File: src/rtl/dgs_blink_multi_if.sv
//------------------------------------------------------------------------------
// Module   : dgs_blink_multi_if
// Purpose  : Bundle of the control inputs and LED outputs of dgs_blink_multi.
// Ports    : enable    - 0 holds the timebase and darkens all LEDs
//            mode      - per channel: 0 = count, 1 = mask
//            code      - channel c uses code[c*CODE_W +: CODE_W]
//            led_out   - registered LED drive, 1 = lit
//            frame_stb - 1-cycle strobe on the first cycle of each frame
// Revision : 1.0 - initial release
//------------------------------------------------------------------------------
`default_nettype none

interface dgs_blink_multi_if #(
  parameter int CHANNELS = 3,
  parameter int CODE_W   = 5
);
  logic                       enable;
  logic [CHANNELS-1:0]        mode;
  logic [CHANNELS*CODE_W-1:0] code;
  logic [CHANNELS-1:0]        led_out;
  logic                       frame_stb;

  // master drives the controls, slave is the blink generator
  modport master (output enable, mode, code, input  led_out, frame_stb);
  modport slave  (input  enable, mode, code, output led_out, frame_stb);
endinterface

`default_nettype wire

File: src/rtl/dgs_blink_multi.sv
//------------------------------------------------------------------------------
// Module   : dgs_blink_multi
// Purpose  : Multi-channel diagnostic blink generator. All channels share one
//            slot timebase; each channel shows either N short flashes (count
//            mode) or a bit pattern (mask mode), followed by GAP_SLOTS dark
//            slots. Codes are sampled only at frame start.
// Ports    : clk - clock
//            rst - synchronous reset, active-high
//            bus - dgs_blink_multi_if.slave (enable, mode, code in;
//                  led_out, frame_stb out)
// Revision : 1.0 - initial release
//------------------------------------------------------------------------------
`default_nettype none

module dgs_blink_multi #(
  parameter int FREQ_HZ   = 100_000_000,
  parameter int PERIOD_US = 10,
  parameter int PULSE_US  = 1,
  parameter int CHANNELS  = 3,
  parameter int CODE_W    = 5,
  parameter int GAP_SLOTS = 3
) (
  input  wire                 clk,
  input  wire                 rst,
  dgs_blink_multi_if.slave    bus
);

  localparam int SLOT_CLKS   = FREQ_HZ / 1_000_000 * PERIOD_US;
  localparam int PULSE_CLKS  = FREQ_HZ / 1_000_000 * PULSE_US;
  localparam int FRAME_SLOTS = CODE_W + GAP_SLOTS;
  localparam int CYC_W       = $clog2(SLOT_CLKS);
  localparam int SLOT_W      = $clog2(FRAME_SLOTS);
  localparam int CMP_W       = (SLOT_W > CODE_W) ? SLOT_W : CODE_W;

  logic [CYC_W-1:0]           cyc_q,     cyc_d;
  logic [SLOT_W-1:0]          slot_q,    slot_d;
  logic [CHANNELS-1:0]        sh_mode_q, sh_mode_d;
  logic [CHANNELS*CODE_W-1:0] sh_code_q, sh_code_d;
  logic [CHANNELS-1:0]        led_q,     led_d;
  logic                       stb_q,     stb_d;

  logic                       w_fs;
  logic                       w_in_code;
  logic                       w_pulse;
  logic [CHANNELS-1:0]        w_active;

  assign w_fs      = bus.enable && (cyc_q == '0) && (slot_q == '0);
  // gap slots are always dark, whatever the code says
  assign w_in_code = slot_q < SLOT_W'(CODE_W);
  assign w_pulse   = cyc_q < CYC_W'(PULSE_CLKS);

  // Per-channel activity. At frame start the live inputs are used directly so
  // the first slot already reflects the code being captured.
  for (genvar gi = 0; gi < CHANNELS; gi++) begin : g_chan
    logic              w_mode_eff;
    logic [CODE_W-1:0] w_code_eff;
    logic              w_cnt_act;
    logic              w_mask_act;

    assign w_mode_eff = w_fs ? bus.mode[gi] : sh_mode_q[gi];
    assign w_code_eff = w_fs ? bus.code[gi*CODE_W +: CODE_W]
                             : sh_code_q[gi*CODE_W +: CODE_W];
    // k < min(code, CODE_W) is k < code once k < CODE_W is known
    assign w_cnt_act  = CMP_W'(slot_q) < CMP_W'(w_code_eff);
    assign w_mask_act = |(w_code_eff & (CODE_W'(1) << slot_q));
    assign w_active[gi] = w_in_code && (w_mode_eff ? w_mask_act : w_cnt_act);
  end

  always_comb begin
    cyc_d     = cyc_q;
    slot_d    = slot_q;
    sh_mode_d = sh_mode_q;
    sh_code_d = sh_code_q;
    led_d     = '0;
    stb_d     = 1'b0;

    if (!bus.enable) begin
      cyc_d  = '0;
      slot_d = '0;
    end else begin
      if (w_fs) begin
        sh_mode_d = bus.mode;
        sh_code_d = bus.code;
      end
      led_d = w_active & {CHANNELS{w_pulse}};
      stb_d = w_fs;
      if (cyc_q == CYC_W'(SLOT_CLKS - 1)) begin
        cyc_d  = '0;
        slot_d = (slot_q == SLOT_W'(FRAME_SLOTS - 1)) ? '0 : slot_q + 1'b1;
      end else begin
        cyc_d = cyc_q + 1'b1;
      end
    end
  end

  always_ff @(posedge clk) begin
    if (rst) begin
      cyc_q     <= '0;
      slot_q    <= '0;
      sh_mode_q <= '0;
      sh_code_q <= '0;
      led_q     <= '0;
      stb_q     <= 1'b0;
    end else begin
      cyc_q     <= cyc_d;
      slot_q    <= slot_d;
      sh_mode_q <= sh_mode_d;
      sh_code_q <= sh_code_d;
      led_q     <= led_d;
      stb_q     <= stb_d;
    end
  end

  assign bus.led_out   = led_q;
  assign bus.frame_stb = stb_q;

endmodule

`default_nettype wire

File: src/flat_wrapper.sv
// flat-port wrapper written by rule: the top's interface ports become plain ports
module dgs_blink_multi_flat 
#(
  parameter int FREQ_HZ   = 100_000_000,
  parameter int PERIOD_US = 10,
  parameter int PULSE_US  = 1,
  parameter int CHANNELS  = 3,
  parameter int CODE_W    = 5,
  parameter int GAP_SLOTS = 3
)
  (clk, rst, bus_enable, bus_mode, bus_code, bus_led_out, bus_frame_stb);
  dgs_blink_multi_if #(.CHANNELS(CHANNELS), .CODE_W(CODE_W)) bus_i ();
  input  wire clk;
  input  wire rst;
  input wire logic [$bits(bus_i.enable)-1:0] bus_enable;
  input wire logic [$bits(bus_i.mode)-1:0] bus_mode;
  input wire logic [$bits(bus_i.code)-1:0] bus_code;
  output wire logic [$bits(bus_i.led_out)-1:0] bus_led_out;
  output wire logic [$bits(bus_i.frame_stb)-1:0] bus_frame_stb;
  assign bus_i.enable = bus_enable;
  assign bus_i.mode = bus_mode;
  assign bus_i.code = bus_code;
  assign bus_led_out = bus_i.led_out;
  assign bus_frame_stb = bus_i.frame_stb;
  dgs_blink_multi #(.FREQ_HZ(FREQ_HZ), .PERIOD_US(PERIOD_US), .PULSE_US(PULSE_US), .CHANNELS(CHANNELS), .CODE_W(CODE_W), .GAP_SLOTS(GAP_SLOTS)) u_core (.clk(clk), .rst(rst), .bus(bus_i));
endmodule
File: config.mk
export PLATFORM = sky130hd
export DESIGN_NAME = dgs_blink_multi_flat
export DESIGN_NICKNAME = d
export VERILOG_FILES = /design/src/rtl/dgs_blink_multi_if.sv /design/src/rtl/dgs_blink_multi.sv /design/src/flat_wrapper.sv
export SDC_FILE = /design/constraint.sdc
export NUM_CORES = 1
export LEC_CHECK = 0
export BUFFER_PORTS_ARGS = -buffer_cell sky130_fd_sc_hd__buf_2
export CELL_PAD_IN_SITES_DETAIL_PLACEMENT = 1
export CELL_PAD_IN_SITES_GLOBAL_PLACEMENT = 2
export CORE_MARGIN = 2
export CORE_UTILIZATION = 35
export DETAILED_ROUTE_END_ITERATION = 10
export GPL_TIMING_DRIVEN = 1
export PLACE_DENSITY_LB_ADDON = 0.1
export RECOVER_POWER = 100
export SYNTH_ARGS = -nofsm -noshare
export SYNTH_HDL_FRONTEND = slang
export SYNTH_SLANG_ARGS = --single-unit
export TNS_END_PERCENT = 50
File: constraint.sdc
create_clock -name clk -period 3.5 [get_ports clk]
set_input_delay 0 -clock clk [delete_from_list [all_inputs] [get_ports clk]]
set_output_delay 0 -clock clk [all_outputs]
set_load 0.01 [all_outputs]
==> Flow_metrics.wiki, run 1 <==
{| class="wikitable"
! Metric !! Value
|-
| Run status || complete, no violations
|-
| Predominant post-synthesis flop cell || dfxtp_1
|-
| Via count || 1,570
|-
| Post-synthesis net count || 240
|-
| Critical path required time || 3.70 ns
|-
| Path category of the worst min-delay check || input pin to flop
|-
| Initial antenna violation count || 0
|-
| Worst-Skew Late Latency || 0.28 ns
|-
| Number of nets in the layout || 275
|-
| Fraction of the yosys area taken by sequential cells || ~37%
|-
| Remaining antenna violation count || 0
|-
| Ratio of total power to cell area || 394 nW/um2
|-
| Headroom to the max-slew limit || 36.5%
|-
| Post-Synthesis Cells || 205
|-
| Library cell with the highest instance count after synthesis || nor2_1
|-
| Crit. End Element || flop
|-
| Area added between synthesis and finish || 18.2%
|-
| Number of top-level design ports || 25
|-
| DRT iter0 DRCs || 46
|-
| Count of final setup violators || 0
|-
| Arrival time at the worst endpoint || 3.19 ns
|-
| Final period utilization || a little under nine tenths
|-
| Part of the power in registers || 49.0%
|-
| DRT Pass-1 Iters || 4
|-
| Total of buffers placed on input and output ports || 24
|-
| Cell leakage power || 0.927 nW
|-
| Initial Utilization || 36.4%
|-
| Number of max-cap violations || 0
|-
| Net Sw Frac || approximately 25%
|-
| Worst-case clock buffer depth || 2
|-
| Internal power || 0.000652 W
|-
| Cell row count || 26
|-
| Sum Neg Setup Slack || 0 ns
|-
| Comb power frac || a little over an eighth
|-
| Distinct cells, synth || 36
|-
| Number of synthesized flops with an enable pin || 0
|-
| Fillers || 657
|-
| Path type of the worst setup path || flop to flop
|-
| NetSw || 0.000220 W
|-
| Fmax || 335 MHz
|-
| Clock share of power || 37.4%
|-
| Post-detailed-placement half-perimeter wirelength || 3760 um
|-
| Area of the core region || between 5000 and 6000 um2
|-
| First-pass GRT wire length || 8430 um
|-
| Worst IR drop on VDD || 181 uV
|-
| CTS tree || yes
|-
| Post-route core utilization || ~43%
|-
| Routed len/inst || between 15 and 20 um
|-
| Final Wtd Congestion || 0.775
|-
| Crit start category || flop
|-
| Power after layout || 0.000873 W
|-
| DRC viols || 0
|-
| Die Span X || between 70 and 80 um
|-
| Largest clock skew in the final design || between 0.01 and 0.015 ns
|-
| Chip Height || 77.2 um
|-
| Vias per inst || between 5 and 6
|-
| Fraction of synthesized cell area taken by the top area cell type || 37.4%
|-
| Final critical delay including setup and external delays || 2.98 ns
|-
| Clock-pin slew of the registers on the worst-case setup and hold paths || about 0.080 ns
|-
| Worst-margin pin slew || 0.944 ns
|-
| Final wirelength || approximately 4800 um
|-
| Post-synthesis register bit count || 35
|-
| Ant diodes || 0
|-
| CTS Root Buffer Type || clkbuf_8
|-
| Overflow left after global routing || 0
|-
| Final Hold Violating Endpoints || 0
|-
| Clock sinks || 35
|-
| Largest fanout on the critical path || 8
|-
| Pin count of the biggest net entering global routing || 20
|-
| Vias in the first global route || 1,701
|-
| Synthesized cell area || 1870 um2
|-
| Proportion of register bits with asynchronous set or reset after synthesis || 0%
|-
| Placed cell count || a little under 300
|-
| Die area || 5950 um2
|-
| CTS H-tree depth || 2
|-
| Synth area leader || dfxtp_1
|-
| Layout cell share with drive strength beyond 1 || between 10% and 20%
|-
| Final instance count without filler cells || ~310
|-
| Synthesis warning total || 0
|-
| Top cells by area in the synthesized netlist || dfxtp_1, mux2i_1, ha_1
|-
| Number of buffers added by the clock tree synthesis step || 5
|-
| Setup repair after global routing missed its margin || false
|-
| Post-synthesis area per instance || 9.14 um2
|-
| Most frequent cells after synthesis || nor2_1, dfxtp_1, mux2i_1, ha_1, nand3_1
|-
| Total global-route track usage || 17.6%
|-
| Max-slew violation count || 0
|}
cells by family (layout without fill, tap and decap cells):
logic type	count (synthesis)	in the layout	synth area share (%)
compound gates	35	35	13.4
xor+xnor	7	7	3.27
fa+ha+maj	14	14	9.35
buf+inv	18	54	4.68
flops	35	35	37.4
mux	23	23	13.0
simple gates	73	73	19.0
cell usage in the layout (no fill, tap or decap), drive strengths merged:
| cell type | instances |
|---|---|
| a41oi | 2 |
| clkbuf | 13 |
| mux2i | 23 |
| dfxtp | 35 |
| and3 | 2 |
| ha | 14 |
| or2 | 1 |
| nor4 | 1 |
| a31oi | 1 |
| dlygate4sd3 | 8 |
| o311ai | 1 |
| nand4 | 2 |
| a22oi | 4 |
| nand3 | 11 |
| a21oi | 2 |
| xor2 | 3 |
| nor2b | 2 |
| nand3b | 2 |
| nor2 | 37 |
| nand2 | 4 |
| xnor2 | 4 |
| buf | 23 |
| inv | 10 |
| a211oi | 3 |
| o21a | 4 |
| o211a | 1 |
| nand2b | 5 |
| o211ai | 3 |
| or3 | 1 |
| a2111oi | 4 |
| and4bb | 1 |
| nor3 | 4 |
| o21ai | 10 |
layout make-up:
class | count | area [um2] | area share [%]
Clock buffer | 8 | 100 | 4.52
Multi-Input combinational cell | 152 | 1070 | 48.2
Tap cell | 70 | 87.6 | 3.96
Timing Repair Buffer | 36 | 221 | 10.0
Sequential cell | 35 | 701 | 31.7
Inverter | 10 | 37.5 | 1.70
worst max-delay path: stages (launching register included):
cell and delay (ns):
dfxtp_1 0.39, inv_1 0.15, ha_1 0.23, nor2b_1 0.31, nand4_1 0.13, buf_4 0.19, mux2i_1 0.21, ha_1 0.28
a211oi_1 0.40, a2111oi_0 0.18, mux2i_1 0.16, o21ai_0 0.09, a41oi_1 0.19
worst paths after layout:
check | start | depth (start not counted) | slack [ns] | endpoint
max reg2reg | u_core.slot_q[0] | 12 | 0.52 | u_core.bus.led_out[1]
min | bus_mode[2] | 3 | 0.005 | u_core.sh_mode_q[2]
max | u_core.slot_q[0] | 12 | 0.52 | u_core.bus.led_out[1]
min reg2reg | u_core.cyc_q[0] | 1 | 0.47 | u_core.cyc_q[0]
metal layers:
layer	part of all wire [%]	routed length [um]	track usage [%]
met5	0	0	0
met4	1.1	53	5.54
met3	2.1	101	3.06
met2	52	2480	31.5
met1	45	2170	21.4
stage by stage:
stage	setup slack, ns	cell area, um2	hold WS (ns)
floorplan	0.854	1870	0.144
CTS	0.311	2230	0.000486
global route	0.194	2210	0.0140
detailed placement	0.326	2050	0.267
finish	0.519	2210	0.00497
global placement	0.539	2050	0.246
power by group through the flow:
| stage | Combinational (W) | Clock, W | Sequential (W) |
|---|---|---|---|
| 2_1_floorplan | 0.0000795 | 0 | 0.000435 |
| 3_3_place_gp | 0.000112 | 0 | 0.000436 |
| 3_5_place_dp | 0.000116 | 0 | 0.000437 |
| 4_1_cts | 0.000123 | 0.000335 | 0.000428 |
| 5_1_grt | 0.000135 | 0.000353 | 0.000430 |
| 6_report | 0.000118 | 0.000327 | 0.000427 |
flip-flops by register name, summed over array words and instances (netlist names):
register / flops
u_core.sh_code_q: 15
u_core.cyc_q: 10
u_core.bus.led_out: 3
u_core.sh_mode_q: 3
u_core.slot_q: 3
u_core.bus.frame_stb: 1
what timing repair did:
item,CTS,global route
buffers inserted,0,1
setup endpoints to repair,0,1
hold endpoints to repair,8,0
gates resized for setup,0,0
hold buffers,8,0
Note: power is estimated with default switching activity, not from simulation.
==> run 2, diff against run 1 <==
--- a/config.mk
+++ b/config.mk
@@ -5,7 +5,7 @@
 export SDC_FILE = /design/constraint.sdc
 export NUM_CORES = 1
 export LEC_CHECK = 0
-export BUFFER_PORTS_ARGS = -buffer_cell sky130_fd_sc_hd__buf_2
+export BUFFER_PORTS_ARGS = -buffer_cell sky130_fd_sc_hd__clkbuf_2
 export CELL_PAD_IN_SITES_DETAIL_PLACEMENT = 1
 export CELL_PAD_IN_SITES_GLOBAL_PLACEMENT = 2
 export CORE_MARGIN = 2
==> Flow_metrics.wiki, run 2 (synthesis gave the netlist of run 1 again) <==
{| class="wikitable"
! Metric !! Value
|-
| Run status || complete, no violations
|-
| Post-detailed-placement half-perimeter wirelength || about 3700 um
|-
| DRC viols || 0
|-
| Pin count of the biggest net entering global routing || 20
|-
| Part of the power in registers || 43.2%
|-
| Layout cell share with drive strength beyond 1 || between 10% and 20%
|-
| Routed len/inst || 15.4 um
|-
| Ratio of total power to cell area || 435 nW/um2
|-
| Cells along the critical path || inv_1 -> ha_1 -> nor2b_1 -> nand4_1 -> buf_4 -> mux2i_1 -> ha_1 -> a211oi_1 -> a2111oi_0 -> mux2i_1 -> o21ai_0 -> a41oi_1
|-
| DRT iter0 DRCs || 27
|-
| Number of max-cap violations || 0
|-
| Met2 Routed Length || 2490 um
|-
| Sum Neg Setup Slack || 0 ns
|-
| Setup repair after global routing missed its margin || false
|-
| Total of buffers placed on input and output ports || 24
|-
| Slowest stage cell, crit path || dfxtp_1
|-
| Worst-case clock buffer depth || 2
|-
| Largest registers || u_core.sh_code_q: 15 flops, u_core.cyc_q: 10 flops
|-
| CTS Root Buffer Type || clkbuf_8
|-
| DRT Pass-1 Iters || 4
|-
| Crit start category || flop
|-
| Max-slew violation count || 0
|-
| Number of nets in the layout || 277
|-
| Largest fanout on the critical path || 8
|-
| Final period utilization || between 80% and 90%
|-
| Vias in the first global route || 1,681
|-
| Remaining antenna violation count || 0
|-
| Die area || 5950 um2
|-
| Path type of the worst setup path || flop to flop
|-
| Crit. End Element || flop
|-
| Standard cell area after detailed placement || a little over 2000 um2
|-
| Worst-margin pin slew || ~1.1 ns
|-
| Clock sinks || 35
|-
| CP bufs+invs || 2
|-
| Met3 WL post-DR || between 100 and 150 um
|-
| Worst-Skew Late Latency || 0.29 ns
|-
| Vias per inst || slightly above 5
|-
| CTS tree || yes
|-
| Total global-route track usage || 17.7%
|-
| Largest clock skew in the final design || 0.00580 ns
|-
| Net Sw Frac || 23.3%
|-
| Crit-path max cell delay || 0.40 ns
|-
| Path category of the worst min-delay check || input pin to flop
|-
| Ant diodes || 0
|-
| Post-cts gate resize count || 0
|-
| Power after layout || 0.000988 W
|-
| Die Span X || approximately 77 um
|-
| Initial antenna violation count || 0
|-
| Number of buffers added by the clock tree synthesis step || 5
|-
| Final Hold Violating Endpoints || 0
|-
| Most frequent standard cell in the layout excluding fill and tap cells || nor2_1
|-
| Fmax || 334 MHz
|-
| Area added between synthesis and finish || 21.2%
|-
| Headroom to the max-slew limit || 27.0%
|-
| Internal power || 0.000758 W
|-
| NetSw || 0.000230 W
|-
| Final design area excluding fillers || 2270 um2
|-
| Worst slack after detailed placement || 0.272 ns
|-
| Arrival time at the worst endpoint || between 3 and 4 ns
|-
| Comb power frac || 12.2%
|-
| Initial Utilization || 36.4%
|-
| Cell row count || 26
|-
| Cell leakage power || 0.953 nW
|-
| Critical path required time || about 3.7 ns
|-
| Worst IR drop on VDD || approximately 170 uV
|-
| Register with the highest flop count || u_core.sh_code_q
|-
| Clock-pin slew of the registers on the worst-case setup and hold paths || 0.07 ns
|-
| Via count || 1,586
|-
| CP delay by family, top || compound AO/OA/AOI/OAI gates
|-
| Overflow left after global routing || 0
|-
| Final critical delay including setup and external delays || around 3.0 ns
|-
| Clock share of power || 44.6%
|-
| Final wirelength || 4810 um
|-
| Chip Height || 77.2 um
|-
| CTS H-tree depth || 2
|-
| Final Wtd Congestion || between 0.7 and 0.8
|-
| Count of final setup violators || 0
|-
| Commonest non-fill, non-tap cells in the layout || nor2_1, dfxtp_1, mux2i_1
|-
| Setup WS post-layout || approximately 0.51 ns
|-
| Routed length on met1 || 2130 um
|-
| Area of the core region || 5140 um2
|-
| Highest metal layer with signal wires || met4
|-
| Max reg flops || 15
|-
| First-pass GRT wire length || 8290 um
|-
| Number of top-level design ports || 25
|-
| Min Hold Slack || roughly 0.0024 ns
|}
## run 2: changes by cell type in the layout (fill, tap and decap cells not counted), moves of 2 or more
cell and delta:
bufinv_16 +2, clkbuf_8 -2, dlygate4sd3_1 +2, buf_2 -20
clkbuf_2 +20
## run 2: power groups by stage
stage	logic, W	clock network, W	registers (W)
detailed placement	0.000115	0	0.000437
global route	0.000134	0.000479	0.000430
global placement	0.000112	0	0.000436
finish	0.000120	0.000441	0.000427
floorplan	0.0000795	0	0.000435
CTS	0.000125	0.000453	0.000428
## run 2: path summary, 6_finish.rpt
kind | depth (start not counted) | to | slack (ns) | start
max | 12 | u_core.bus.led_out[1] | 0.51 | u_core.slot_q[0]
min | 3 | u_core.sh_code_q[0] | 0.002 | bus_code[0]
max reg2reg | 12 | u_core.bus.led_out[1] | 0.51 | u_core.slot_q[0]
min reg2reg | 1 | u_core.cyc_q[0] | 0.48 | u_core.cyc_q[0]
## run 2: worst reg2reg max path: stages (launching register included)
cell       delay (ns)
dfxtp_1          0.40
inv_1            0.15
ha_1             0.23
nor2b_1          0.33
nand4_1          0.13
buf_4            0.19
mux2i_1          0.21
ha_1             0.29
a211oi_1         0.36
a2111oi_0        0.17
mux2i_1          0.17
o21ai_0          0.10
a41oi_1          0.18
## run 2: metal layers
layer / GRT usage [%] / vias up
li1: - / 796
met1: 21.0 / 761
met2: 30.6 / 22
met3: 4.00 / 7
met4: 6.96 / 0
met5: 0 / -
## run 2: final cells by class
| cell class | instances | area, um2 |
|---|---|---|
| fillers | 643 | 2870 |
| multi-input cells | 152 | 1070 |
| flip-flops and latches | 35 | 701 |
| repair buffers | 38 | 241 |
| well taps | 70 | 87.6 |
| clock buffers | 5 | 68.8 |
| clock inverters | 3 | 67.6 |
| inverters | 10 | 37.5 |
## run 2: metrics by stage
step | util, % | cells
5_1_grt | 44.2 | 313
4_1_cts | 44.5 | 312
2_1_floorplan | - | 205
3_3_place_gp | 39.9 | 294
6_report | 44.2 | 313
3_5_place_dp | 39.9 | 294
## run 2: repair_timing
item	in CTS	in global routing
endpoints found under the setup margin	0	2
endpoints found under the hold margin	10	0
hold buffers	10	0
buffers inserted	0	1
==> run 3, diff against run 2 <==
--- a/config.mk
+++ b/config.mk
@@ -14,6 +14,7 @@
 export GPL_TIMING_DRIVEN = 1
 export PLACE_DENSITY_LB_ADDON = 0.1
 export RECOVER_POWER = 100
+export REMOVE_ABC_BUFFERS = 1
 export SYNTH_ARGS = -nofsm -noshare
 export SYNTH_HDL_FRONTEND = slang
 export SYNTH_SLANG_ARGS = --single-unit
==> Flow_metrics.wiki, run 3 (synthesis gave the netlist of run 1 again) <==
{| class="wikitable"
! Metric !! Value
|-
| Run status || complete, no violations
|-
| Area of the core region || 5140 um2
|-
| Cell leakage power || 0.928 nW
|-
| Final critical delay including setup and external delays || a little over 3 ns
|-
| Final Hold Violating Endpoints || 0
|-
| Flop2flop setup slack || 0.41 ns
|-
| Part of the power in registers || 50.4%
|-
| CP delay by family, top || compound AO/OA/AOI/OAI gates
|-
| Number of max-cap violations || 0
|-
| Crit start category || flop
|-
| NetSw || 0.000220 W
|-
| Largest clock skew in the final design || 0.00844 ns
|-
| Remaining antenna violation count || 0
|-
| Cell row count || 26
|-
| DRT iter0 DRCs || 34
|-
| Register with the highest flop count || u_core.sh_code_q
|-
| Initial antenna violation count || 0
|-
| Worst-case clock buffer depth || 2
|-
| Count of final setup violators || 0
|-
| DRT Pass-1 Iters || 4
|-
| Largest registers || u_core.sh_code_q: 15 flops, u_core.cyc_q: 10 flops
|-
| Die area || 5950 um2
|-
| Worst-margin pin slew || approximately 1.0 ns
|-
| Overflow left after global routing || 0
|-
| Final period utilization || just under 90%
|-
| Beginning of the worst register-to-register path || u_core.slot_q[0]
|-
| Worst IR drop on VDD || approximately 220 uV
|-
| Routed len/inst || around 16 um
|-
| Flip-flop and latch area || 701 um2
|-
| Area of the multi-input gates || 1070 um2
|-
| Clock share of power || 35.6%
|-
| Total global-route track usage || 18.1%
|-
| Final Wtd Congestion || 0.769
|-
| Pin count of the biggest net entering global routing || 20
|-
| CTS tree || yes
|-
| Final instance count without filler cells || 311
|-
| Ratio of total power to cell area || 384 nW/um2
|-
| Fillers || 659
|-
| Terminus of the critical flop-to-flop path || u_core.bus.led_out[0]
|-
| Clock sinks || 35
|-
| Number of top-level design ports || 25
|-
| Fmax || 323 MHz
|-
| Number of buffers added by the clock tree synthesis step || 5
|-
| Net Sw Frac || approximately a quarter
|-
| Largest fanout on the critical path || 8
|-
| Total of buffers placed on input and output ports || 24
|-
| Number of gates on the worst path with buffers counted || 11
|-
| Vias per inst || around 5.2
|-
| Quantity of hold-fixing buffers added after cts || 9
|-
| Max-slew violation count || 0
|-
| Arrival time at the worst endpoint || 3.30 ns
|-
| Die Span X || 77.2 um
|-
| DRC viols || 0
|-
| Worst-Skew Late Latency || about 0.29 ns
|-
| Slowest stage cell, crit path || nand4_1
|-
| Chip Height || around 77 um
|-
| Most frequent standard cell in the layout excluding fill and tap cells || nor2_1
|-
| Post-route core utilization || ~43%
|-
| Startpoint of the most critical hold path || bus_code[6]
|-
| Number of nets in the layout || 276
|-
| CP bufs+invs || 1
|-
| CTS H-tree depth || 2
|-
| Commonest non-fill, non-tap cells in the layout || nor2_1, dfxtp_1, mux2i_1
|-
| Cells along the critical path || inv_1 -> ha_1 -> nor2b_1 -> nand4_1 -> mux2i_1 -> ha_1 -> a211oi_1 -> a2111oi_0 -> mux2i_1 -> o21ai_0 -> a41oi_1
|-
| Max reg flops || 15
|-
| Critical path required time || 3.71 ns
|-
| CTS Root Buffer Type || clkbuf_8
|-
| Crit-path max cell delay || around 0.42 ns
|-
| Post-detailed-placement half-perimeter wirelength || around 3800 um
|-
| Sum Neg Setup Slack || 0 ns
|-
| Headroom to the max-slew limit || 32.0%
|-
| Clock-pin slew of the registers on the worst-case setup and hold paths || 0.07 ns
|-
| Internal power || 0.000627 W
|-
| Area added between synthesis and finish || 17.8%
|-
| Layout cell share with drive strength beyond 1 || ~13%
|-
| First-pass GRT wire length || 8420 um
|-
| Path type of the worst setup path || flop to flop
|-
| Post-cts gate resize count || 0
|-
| Vias in the first global route || 1,823
|-
| Path category of the worst min-delay check || input pin to flop
|-
| Launching element of the worst setup path || u_core.slot_q[0]
|-
| Crit. End Element || flop
|-
| Reg2reg path depth || 11
|-
| Number of buffers inserted to repair setup after CTS || 0
|-
| Final wirelength || 4930 um
|-
| Initial Utilization || a little over a third
|-
| Comb power frac || 14.0%
|-
| Setup repair after global routing missed its margin || false
|-
| Ant diodes || 0
|-
| Power after layout || approximately 0.00085 W
|-
| Via count || 1,624
|-
| Placed cell count || 295
|-
| End of the critical path || u_core.bus.led_out[0]
|}
==> run 3: cell count changes in the layout (fill, tap and decap cells not counted) <==
cell	delta
buf_4	-1
bufinv_16	-2
clkbuf_1	+1
clkbuf_8	+1
clkinv_2	+1
clkinvlp_4	-1
dlygate4sd3_1	-1
==> run 3: tightest hold or removal path, cell delays in order <==
cell and delay (ns):
clkbuf_2 0.09, mux2i_1 0.09, nor2_1 0.08
==> run 3: worst min path at each step <==
stage                           to  cells after the start
4_1_cts        u_core.sh_code_q[6]                      3
5_1_grt        u_core.sh_code_q[6]                      3
6_report       u_core.sh_code_q[6]                      3
3_3_place_gp   u_core.sh_code_q[9]                      3
2_1_floorplan  u_core.sh_code_q[0]                      1
3_5_place_dp   u_core.sh_code_q[4]                      3
==> run 3: through the flow <==
step                      cell area [um2]  hold slack [ns]  setup WS, ns
after floorplan                      1820           0.0724        -0.139
after global placement               2060            0.255         0.639
after detailed placement             2060            0.283         0.363
after CTS                            2240          0.00191         0.345
after global routing                 2210           0.0136        0.0579
final                                2210          0.00879         0.407
==> run 3: cell type report <==
class                   count  share of cell area (%)
inverters                  10                    1.70
clock buffers               6                    3.74
repair buffers             37                    10.3
well taps                  70                    3.97
flip-flops and latches     35                    31.7
clock inverters             1                   0.227
multi-input cells         152                    48.3
==> run 3: layer usage <==
metal  vias up  wire (um)  GRT usage (%)
met1       799       2160           19.5
met4         0         93           7.32
met2        21       2520           33.7
met5         -          0              0
met3         7        163           4.00
li1        797          -              -
==> run 3: power by group through the flow <==
| stage | combinational [W] | sequential (W) | clock [W] |
|---|---|---|---|
| 2_1_floorplan | 0.0000732 | 0.000435 | 0 |
| 3_3_place_gp | 0.000112 | 0.000436 | 0 |
| 3_5_place_dp | 0.000116 | 0.000437 | 0 |
| 4_1_cts | 0.000125 | 0.000428 | 0.000311 |
| 5_1_grt | 0.000132 | 0.000429 | 0.000330 |
| 6_report | 0.000118 | 0.000427 | 0.000301 |
